===== src/rtl/mod_exp_ctrl.sv =====
// Left-to-right square-and-multiply controller computing M^E mod N via an external `mod` unit.
// Optional build macro MODEXP_SKIP_LEADING_EN skips squaring while acc is still 1 before the first set exponent bit.
module mod_exp_ctrl #(
  parameter int HALF_W = 4,
  parameter int W      = 2*HALF_W+1
) (
  input  logic              clk,
  input  logic              rst_n,
  input  logic              start,
  input  logic [HALF_W-1:0] M,
  input  logic [HALF_W-1:0] E,
  input  logic [HALF_W-1:0] N,
  output logic              busy,
  output logic              done,
  output logic [HALF_W-1:0] result,
  output logic              err,
  output logic              red_go,
  output logic [W-1:0]      red_x,
  output logic [W-1:0]      red_y,
  input  logic [W-1:0]      red_r,
  input  logic              red_done
);

  localparam int IW = (HALF_W > 1) ? $clog2(HALF_W) : 1;

  typedef enum logic [2:0] {IDLE, SQR, MUL, WAIT, GAP, NEXT, FINISH} state_t;

  state_t            state, state_next;
  logic [HALF_W-1:0] m_q, e_q, n_q, acc;
  logic [IW-1:0]     idx;
  logic              op_mul;
  logic              cnt;
  logic              ebit;
  logic              red_r_unused;
`ifdef MODEXP_SKIP_LEADING_EN
  logic              seen;
`endif

  assign ebit         = e_q[idx];
  assign red_go       = (state == WAIT);
  assign red_r_unused = ^red_r[W-1:HALF_W];

  function automatic logic [W-1:0] product(input logic [HALF_W-1:0] a, input logic [HALF_W-1:0] b);
    logic [2*HALF_W-1:0] p;
    p = {{HALF_W{1'b0}}, a} * {{HALF_W{1'b0}}, b};
    return {{(W-2*HALF_W){1'b0}}, p};
  endfunction

  always_ff @(posedge clk or negedge rst_n) begin
    if (!rst_n) state <= IDLE;
    else        state <= state_next;
  end

  always_comb begin
    state_next = state;
    case (state)
      IDLE:   if (start) state_next = (N < HALF_W'(2)) ? FINISH : SQR;
`ifdef MODEXP_SKIP_LEADING_EN
      SQR:    state_next = seen ? WAIT : (ebit ? MUL : NEXT);
`else
      SQR:    state_next = WAIT;
`endif
      MUL:    state_next = WAIT;
      // The first WAIT cycle never accepts red_done, so WAIT lasts at least 2 cycles.
      WAIT:   if (red_done && cnt) state_next = GAP;
      GAP:    if (cnt) state_next = (!op_mul && ebit) ? MUL : NEXT;
      NEXT:   state_next = (idx == '0) ? FINISH : SQR;
      FINISH: state_next = IDLE;
      default: state_next = IDLE;
    endcase
  end

  always_ff @(posedge clk or negedge rst_n) begin
    if (!rst_n) begin
      m_q    <= '0;
      e_q    <= '0;
      n_q    <= '0;
      acc    <= '0;
      idx    <= IW'(HALF_W-1);
      op_mul <= 1'b0;
      cnt    <= 1'b0;
      busy   <= 1'b0;
      done   <= 1'b0;
      result <= '0;
      err    <= 1'b0;
      red_x  <= '0;
      red_y  <= '0;
`ifdef MODEXP_SKIP_LEADING_EN
      seen   <= 1'b0;
`endif
    end else begin
      done <= 1'b0;
      case (state)
        IDLE: if (start) begin
          m_q  <= M;
          e_q  <= E;
          n_q  <= N;
          err  <= 1'b0;
          busy <= 1'b1;
          acc  <= (N < HALF_W'(2)) ? '0 : HALF_W'(1);
          idx  <= IW'(HALF_W-1);
`ifdef MODEXP_SKIP_LEADING_EN
          seen <= 1'b0;
`endif
        end
        SQR: if (state_next == WAIT) begin
          red_x  <= {{(W-HALF_W){1'b0}}, n_q};
          red_y  <= product(acc, acc);
          op_mul <= 1'b0;
          cnt    <= 1'b0;
        end
        MUL: begin
          red_x  <= {{(W-HALF_W){1'b0}}, n_q};
          red_y  <= product(acc, m_q);
          op_mul <= 1'b1;
          cnt    <= 1'b0;
`ifdef MODEXP_SKIP_LEADING_EN
          seen   <= 1'b1;
`endif
        end
        WAIT: begin
          if (red_done && cnt) begin
            acc <= red_r[HALF_W-1:0];
            cnt <= 1'b0;
          end else begin
            cnt <= 1'b1;
          end
        end
        GAP:  cnt <= ~cnt;
        NEXT: if (idx != '0) idx <= idx - 1'b1;
        FINISH: begin
          done   <= 1'b1;
          busy   <= 1'b0;
          result <= acc;
          err    <= (n_q == '0);
        end
        default: ;
      endcase
    end
  end

endmodule


===== config.mk =====
export PLATFORM = sky130hd
export DESIGN_NAME = mod_exp_ctrl
export DESIGN_NICKNAME = d
export VERILOG_FILES = /design/src/rtl/mod_exp_ctrl.sv
export SDC_FILE = /design/constraint.sdc
export NUM_CORES = 1
export LEC_CHECK = 0
export ABC_AREA = 1
export CAP_MARGIN = 20
export CORE_MARGIN = 2
export CORE_UTILIZATION = 52
export DETAILED_ROUTE_END_ITERATION = 10
export PLACE_DENSITY = 0.8
export SYNTH_ARGS = -nofsm -noshare
export SYNTH_HDL_FRONTEND = slang
export SYNTH_SLANG_ARGS = --single-unit
export TNS_END_PERCENT = 30

===== constraint.sdc =====
create_clock -name clk -period 3.6 [get_ports clk]
set_input_delay 0.9 -clock clk [delete_from_list [all_inputs] [get_ports clk]]
set_output_delay 0.9 -clock clk [all_outputs]
set_load 0.01 [all_outputs]

# Word level (Yosys, flattened, before mapping)
# Cells that the tools add are included.
dict set report classes {
  n_addsub 1
  multipliers 2
  order_cmp 2
  n_eq_ne 11
  muxes 29
  bitwise_logic 1
  reduce_logical 19
}
# op n
set ops {}
lappend ops {{$pmux W9 S2} 2}
lappend ops {{$mux W3} 6}
lappend ops {{$mux W9} 2}
lappend ops {{$mul A4 B4 Y8} 2}
lappend ops {{$pmux W3 S5} 1}
lappend ops {{$reduce_bool A2 Y1} 5}
lappend ops {{$eq A3 B2 Y1 const B} 3}
lappend ops {{$eq A3 B3 Y1 const B} 3}
lappend ops {{$mux W4} 2}
lappend ops {{$pmux W4 S2} 1}
lappend ops {{$reduce_and A2 Y1} 4}
lappend ops {{$mux W1} 7}
lappend ops {{$ne A2 B2 Y1 const B} 3}
lappend ops {{$pmux W1 S2} 3}
lappend ops {{$reduce_and A3 Y1} 2}
lappend ops {{$logic_not A4 Y1} 1}
lappend ops {{$lt A4 B2 Y1 const B} 1}
lappend ops {{$mux W2} 2}
lappend ops {{$pmux W1 S4} 1}
lappend ops {{$pmux W2 S2} 1}
lappend ops {{$reduce_bool A4 Y1} 1}
lappend ops {{$eq A3 B1 Y1 const B} 1}
lappend ops {{$logic_not A3 Y1} 1}
lappend ops {{$lt A2 B3 Y1 const B} 1}
lappend ops {{other kinds (8)} 9}
dict set report totals {
  reg_bits 48
  in_bits 25
  out_inout_bits 26
  wordCells 79
}

# Depth between registers and ports, before layout
dict set report logic_depth {
  word_depth 9
  depth_mapped 15
  mapped_depth_nobuf 14
}

# Worst setup path before layout
# No wires, ideal clock.
dict set report synth_timing {
  path_type {reg-to-reg}
  start {register acc[2]}
  end {register red_y[6]}
  setup_ps 118
  arrival_ps 2527
  required_time_ps 3482
  path_slack_ps 956
  stages_incl_launch_ff 13
  path_buffers 1
  period_less_slack_ps 2644
  path_cell_list {dfrtp_1 clkbuf_1 nand2_1 fa_1 inv_1 fa_1 fa_1 nand2_1 a21oi_1 o21bai_1 nand3_1 nand3_1 nand2_1}
}
dict set report synth_via {
  elab_chain_cells 3
  word_cells_on_any_way 4
  classes_between {2 x mul; 2 x mux}
}
# item line
set synth_lines {}
lappend synth_lines {{from (decl)} 29} ;# logic [HALF_W-1:0] m_q, e_q, n_q, acc;
lappend synth_lines {{from (signal assigned)} 100} ;# acc <= (N < HALF_W'(2)) ? '0 : HALF_W'(1);
lappend synth_lines {{from (signal assigned)} 123} ;# acc <= red_r[HALF_W-1:0];
lappend synth_lines {{$mul A4 B4 Y8} 45} ;# p = {{HALF_W{1'b0}}, a} * {{HALF_W{1'b0}}, b};
lappend synth_lines {{$mux W9} 106} ;# SQR: if (state_next == WAIT) begin
lappend synth_lines {{$pmux W9 S2 *} 93} ;# case (state)
lappend synth_lines {{to (signal assigned)} 108} ;# red_y <= product(acc, acc);
lappend synth_lines {{to (signal assigned)} 114} ;# red_y <= product(acc, m_q);
lappend synth_lines {{to (decl)} 19} ;# output logic [W-1:0] red_y,
# Mark *: on every way between the ends. The rest lies on a longest branch, timed or not. The select of a mux whose other input is x is not followed.
# A chain may end at the register's enable or synchronous reset.

# Worst setup path after layout
dict set report layout_timing {
  start {register acc[1]}
  end {register red_y[6]}
}
# Same word-level chain as after synthesis.

==> results.sh <==
export IMPL_outcome="finished clean"
export IMPL_via_count=2165
export IMPL_crit_fanout=9
export IMPL_fin_skew_ps=6.45
export IMPL_die_height_um=74.3
export IMPL_grt_ovfl_total=0
export IMPL_wl_met2_mm=2.48
export IMPL_clk_pin_slew_worst_paths_ps=90
export IMPL_arrival_ps=3000
export IMPL_first_pass_iters=4
export IMPL_grt_pass1_wl_mm=9.16
export IMPL_final_max_slew_viol_count=0
export IMPL_period_share_pct=77.6
export IMPL_max_stage_delay_ps=520
export IMPL_drc=0
export IMPL_fin_nets=416
export IMPL_grt_max_degree=43
export IMPL_ir_drop_uv=524
export IMPL_antenna_found_initial=0
export IMPL_io_buffers=39
export IMPL_synthCells=335
export IMPL_gr_usage_all_layers_pct=21.6
export IMPL_min_from="n_q[2]"
export IMPL_dieWidth_um=74.3
export IMPL_grt_pass1_vias=2125
export IMPL_postPlaceCellArea_um2=2950
export IMPL_die_area_um2=5520
export IMPL_startpoint="acc[1]"
export IMPL_power_density_nw_per_um2=742
export IMPL_drv_cap=0
export IMPL_synthToLayoutAreaGrowth_pct=18.5
export IMPL_critPathLaunchType="flop"
export IMPL_rsz0062_at_grt="no"
export IMPL_post_route_min_period_ps=2790
export IMPL_worst_path_max_delay_cell="fa_1"
export IMPL_routed_wl_mm=5.26
export IMPL_finalSetupViolations=0
export IMPL_clk_latency_ps=300
export IMPL_clk_path_buf_depth=2
export IMPL_final_layout_size_suffix_gt1_share_pct=6.47
export IMPL_fin_total_pwr_mw=2.26
export IMPL_wl_per_cell_um=12.0
export IMPL_rr_startpoint="acc[1]"
export IMPL_rows=25
export IMPL_fin_area_um2=3040
export IMPL_highest_layer="met4"
export IMPL_placed_cells=430
export IMPL_core_um2=4750
export IMPL_initial_core_util_pct=54.0
export IMPL_p_leak_nw=1.66
export IMPL_synth_seq_area_share_pct=41.0
export IMPL_cts_buffers=5
export IMPL_ant_nets=0
export IMPL_drtIter0Drc=110
export IMPL_ys_seq_elements=42
export IMPL_syn_area_per_cell_um2=7.67
export IMPL_cts_tree="yes"
export IMPL_slew_headroom_pct=39.2
export IMPL_postCtsSetupRepairBufs=0
export IMPL_yosysWarnings=0
export IMPL_fin_cells=438
export IMPL_cp_required_ps=3800
export IMPL_met1_length_mm=2.47
export IMPL_setup_tns_ps=0
export IMPL_n_antenna_cell=0
export IMPL_syn_cell_area_um2=2570
export IMPL_root_buffer="clkbuf_8"
export IMPL_critPathKind="flop to flop"
export IMPL_finalHoldViolCount=0
export IMPL_io_pins=51
export IMPL_end_kind="flop"
export IMPL_synth_cell_types=30
export IMPL_hold_buffers=0
export IMPL_whs_ps=477
export IMPL_holdCritPathClass="flop to flop"
export IMPL_via_per_inst=4.94
export IMPL_cts_resized_gates=0
export IMPL_wl_met3_um=243
export IMPL_max_freq_ghz=0.358
export IMPL_worst_pin_slew_ps=912
export IMPL_dpl_hpwl_mm=3.97
export IMPL_cts_sinks=42
export IMPL_gp_congestion=0.892
export IMPL_worstPathCellList="nand2_1 -> fa_1 -> inv_1 -> fa_1 -> fa_1 -> nand2_1 -> a21oi_1 -> o21bai_1 -> nand3_1 -> nand3_1 -> nand2_1"
export IMPL_cts_max_level=2
[layer usage]
metal | track usage (%) | vias to the layer above
met5 | 0 | -
met4 | 6.75 | 0
met3 | 4.61 | 7
met2 | 35.8 | 54
met1 | 28.6 | 998
li1 | - | 1106
[cell usage in the layout (no fill, tap or decap)]
master | Yosys | layout
conb_1 | 1 | 6
nand4_2 | 1 | 1
o21ai_1 | 4 | 4
buf_2 | 6 | 1
a211oi_2 | 1 | 1
a21oi_1 | 7 | 7
clkinvlp_4 | 0 | 2
o21ai_0 | 29 | 29
inv_6 | 0 | 1
clkbuf_8 | 0 | 5
nand3_1 | 19 | 19
or2_2 | 1 | 1
nand2_2 | 2 | 2
fa_1 | 5 | 5
o21bai_1 | 1 | 1
inv_2 | 5 | 5
a31oi_1 | 1 | 1
a22o_1 | 1 | 1
inv_1 | 48 | 48
nor2_1 | 18 | 18
dfrtp_1 | 40 | 40
ha_1 | 16 | 16
nand2_1 | 108 | 108
a21oi_2 | 1 | 1
o41ai_1 | 1 | 1
dfstp_2 | 2 | 2
o211ai_1 | 3 | 3
nand4_1 | 2 | 2
clkdlybuf4s50_1 | 0 | 38
nor3_2 | 1 | 1
nand3_2 | 1 | 1
[area by class of cell]
class	instances	area, um^2
Inverter	53	199
Multi-Input combinational cell	229	1230
Clock buffer	5	68.8
Sequential cell	42	1050
Timing Repair Buffer	39	385
Tap cell	67	83.8
Clock inverter	3	23.8
Fill cell	410	1710
[where the power goes]
group          switching, mW  total, mW  internal, mW  leakage [nW]
sequential             0.176      0.854         0.678         0.532
combinational          0.638       1.08         0.445          1.09
clock                  0.182      0.321         0.139        0.0408
total                  0.996       2.26          1.26          1.66
[synth_stat cells (all sizes together)]
library cell    n  area (um^2)
o211ai          3         22.5
a21oi           8         43.8
dfstp           2         52.6
nand4           3         25.0
a31oi           1         6.26
nand3          20          105
inv            53          199
ha             16          200
o21ai          33          165
nand2         110          418
dfrtp          40         1000
or2             1         6.26
clkbuf          1         3.75
a211oi          1         12.5
o41ai           1         8.76
nor2           18         67.6
a22o            1         8.76
nor3            1         10.0
o21bai          1         7.51
buf            15          101
fa              5          100
conb            1         3.75
[flip-flops by register name, indices dropped and copies added, names as in the netlist]
signal  cells
acc         4
busy        1
cnt         1
done        1
e_q         4
err         1
idx         2
m_q         4
n_q         4
op_mul      1
red_x       4
red_y       8
result      4
state       3
[worst paths after layout]
path / endpoint / slack (ps) / depth (start not counted)
hold / removal: err / 480 / 1
min in group asynchronous: red_x[3] / 720 / 1
setup / recovery: red_y[6] / 810 / 11
hold reg to reg: err / 480 / 1
setup reg to reg: red_y[6] / 810 / 11
max in group asynchronous: acc[2] / 2310 / 1
[worst max-delay path: cells and delay by family (launching register included)]
kind / cells / cell delay, ps
AO/OA/AOI/OAI: 2 / 210
adder cells (fa/ha/maj): 3 / 1480
buffers and inverters: 1 / 60
flip-flops: 1 / 510
AND/OR/NAND/NOR: 5 / 430
[cells by family after synthesis]
logic type / share of synthesized area, %
other cells: 0.146
buf+inv: 11.8
compound gates: 10.7
fa+ha+maj: 11.7
flops: 41.0
simple gates: 24.6
[per-stage QoR]
stage | utilization [%] | setup WS, ps
2_1_floorplan | - | 956
3_3_place_gp | 62.1 | 852
3_5_place_dp | 62.1 | 829
4_1_cts | 64.0 | 814
5_1_grt | 64.0 | 559
6_report | 64.0 | 806
No activity file was read; power rests on OpenSTA's default activity.
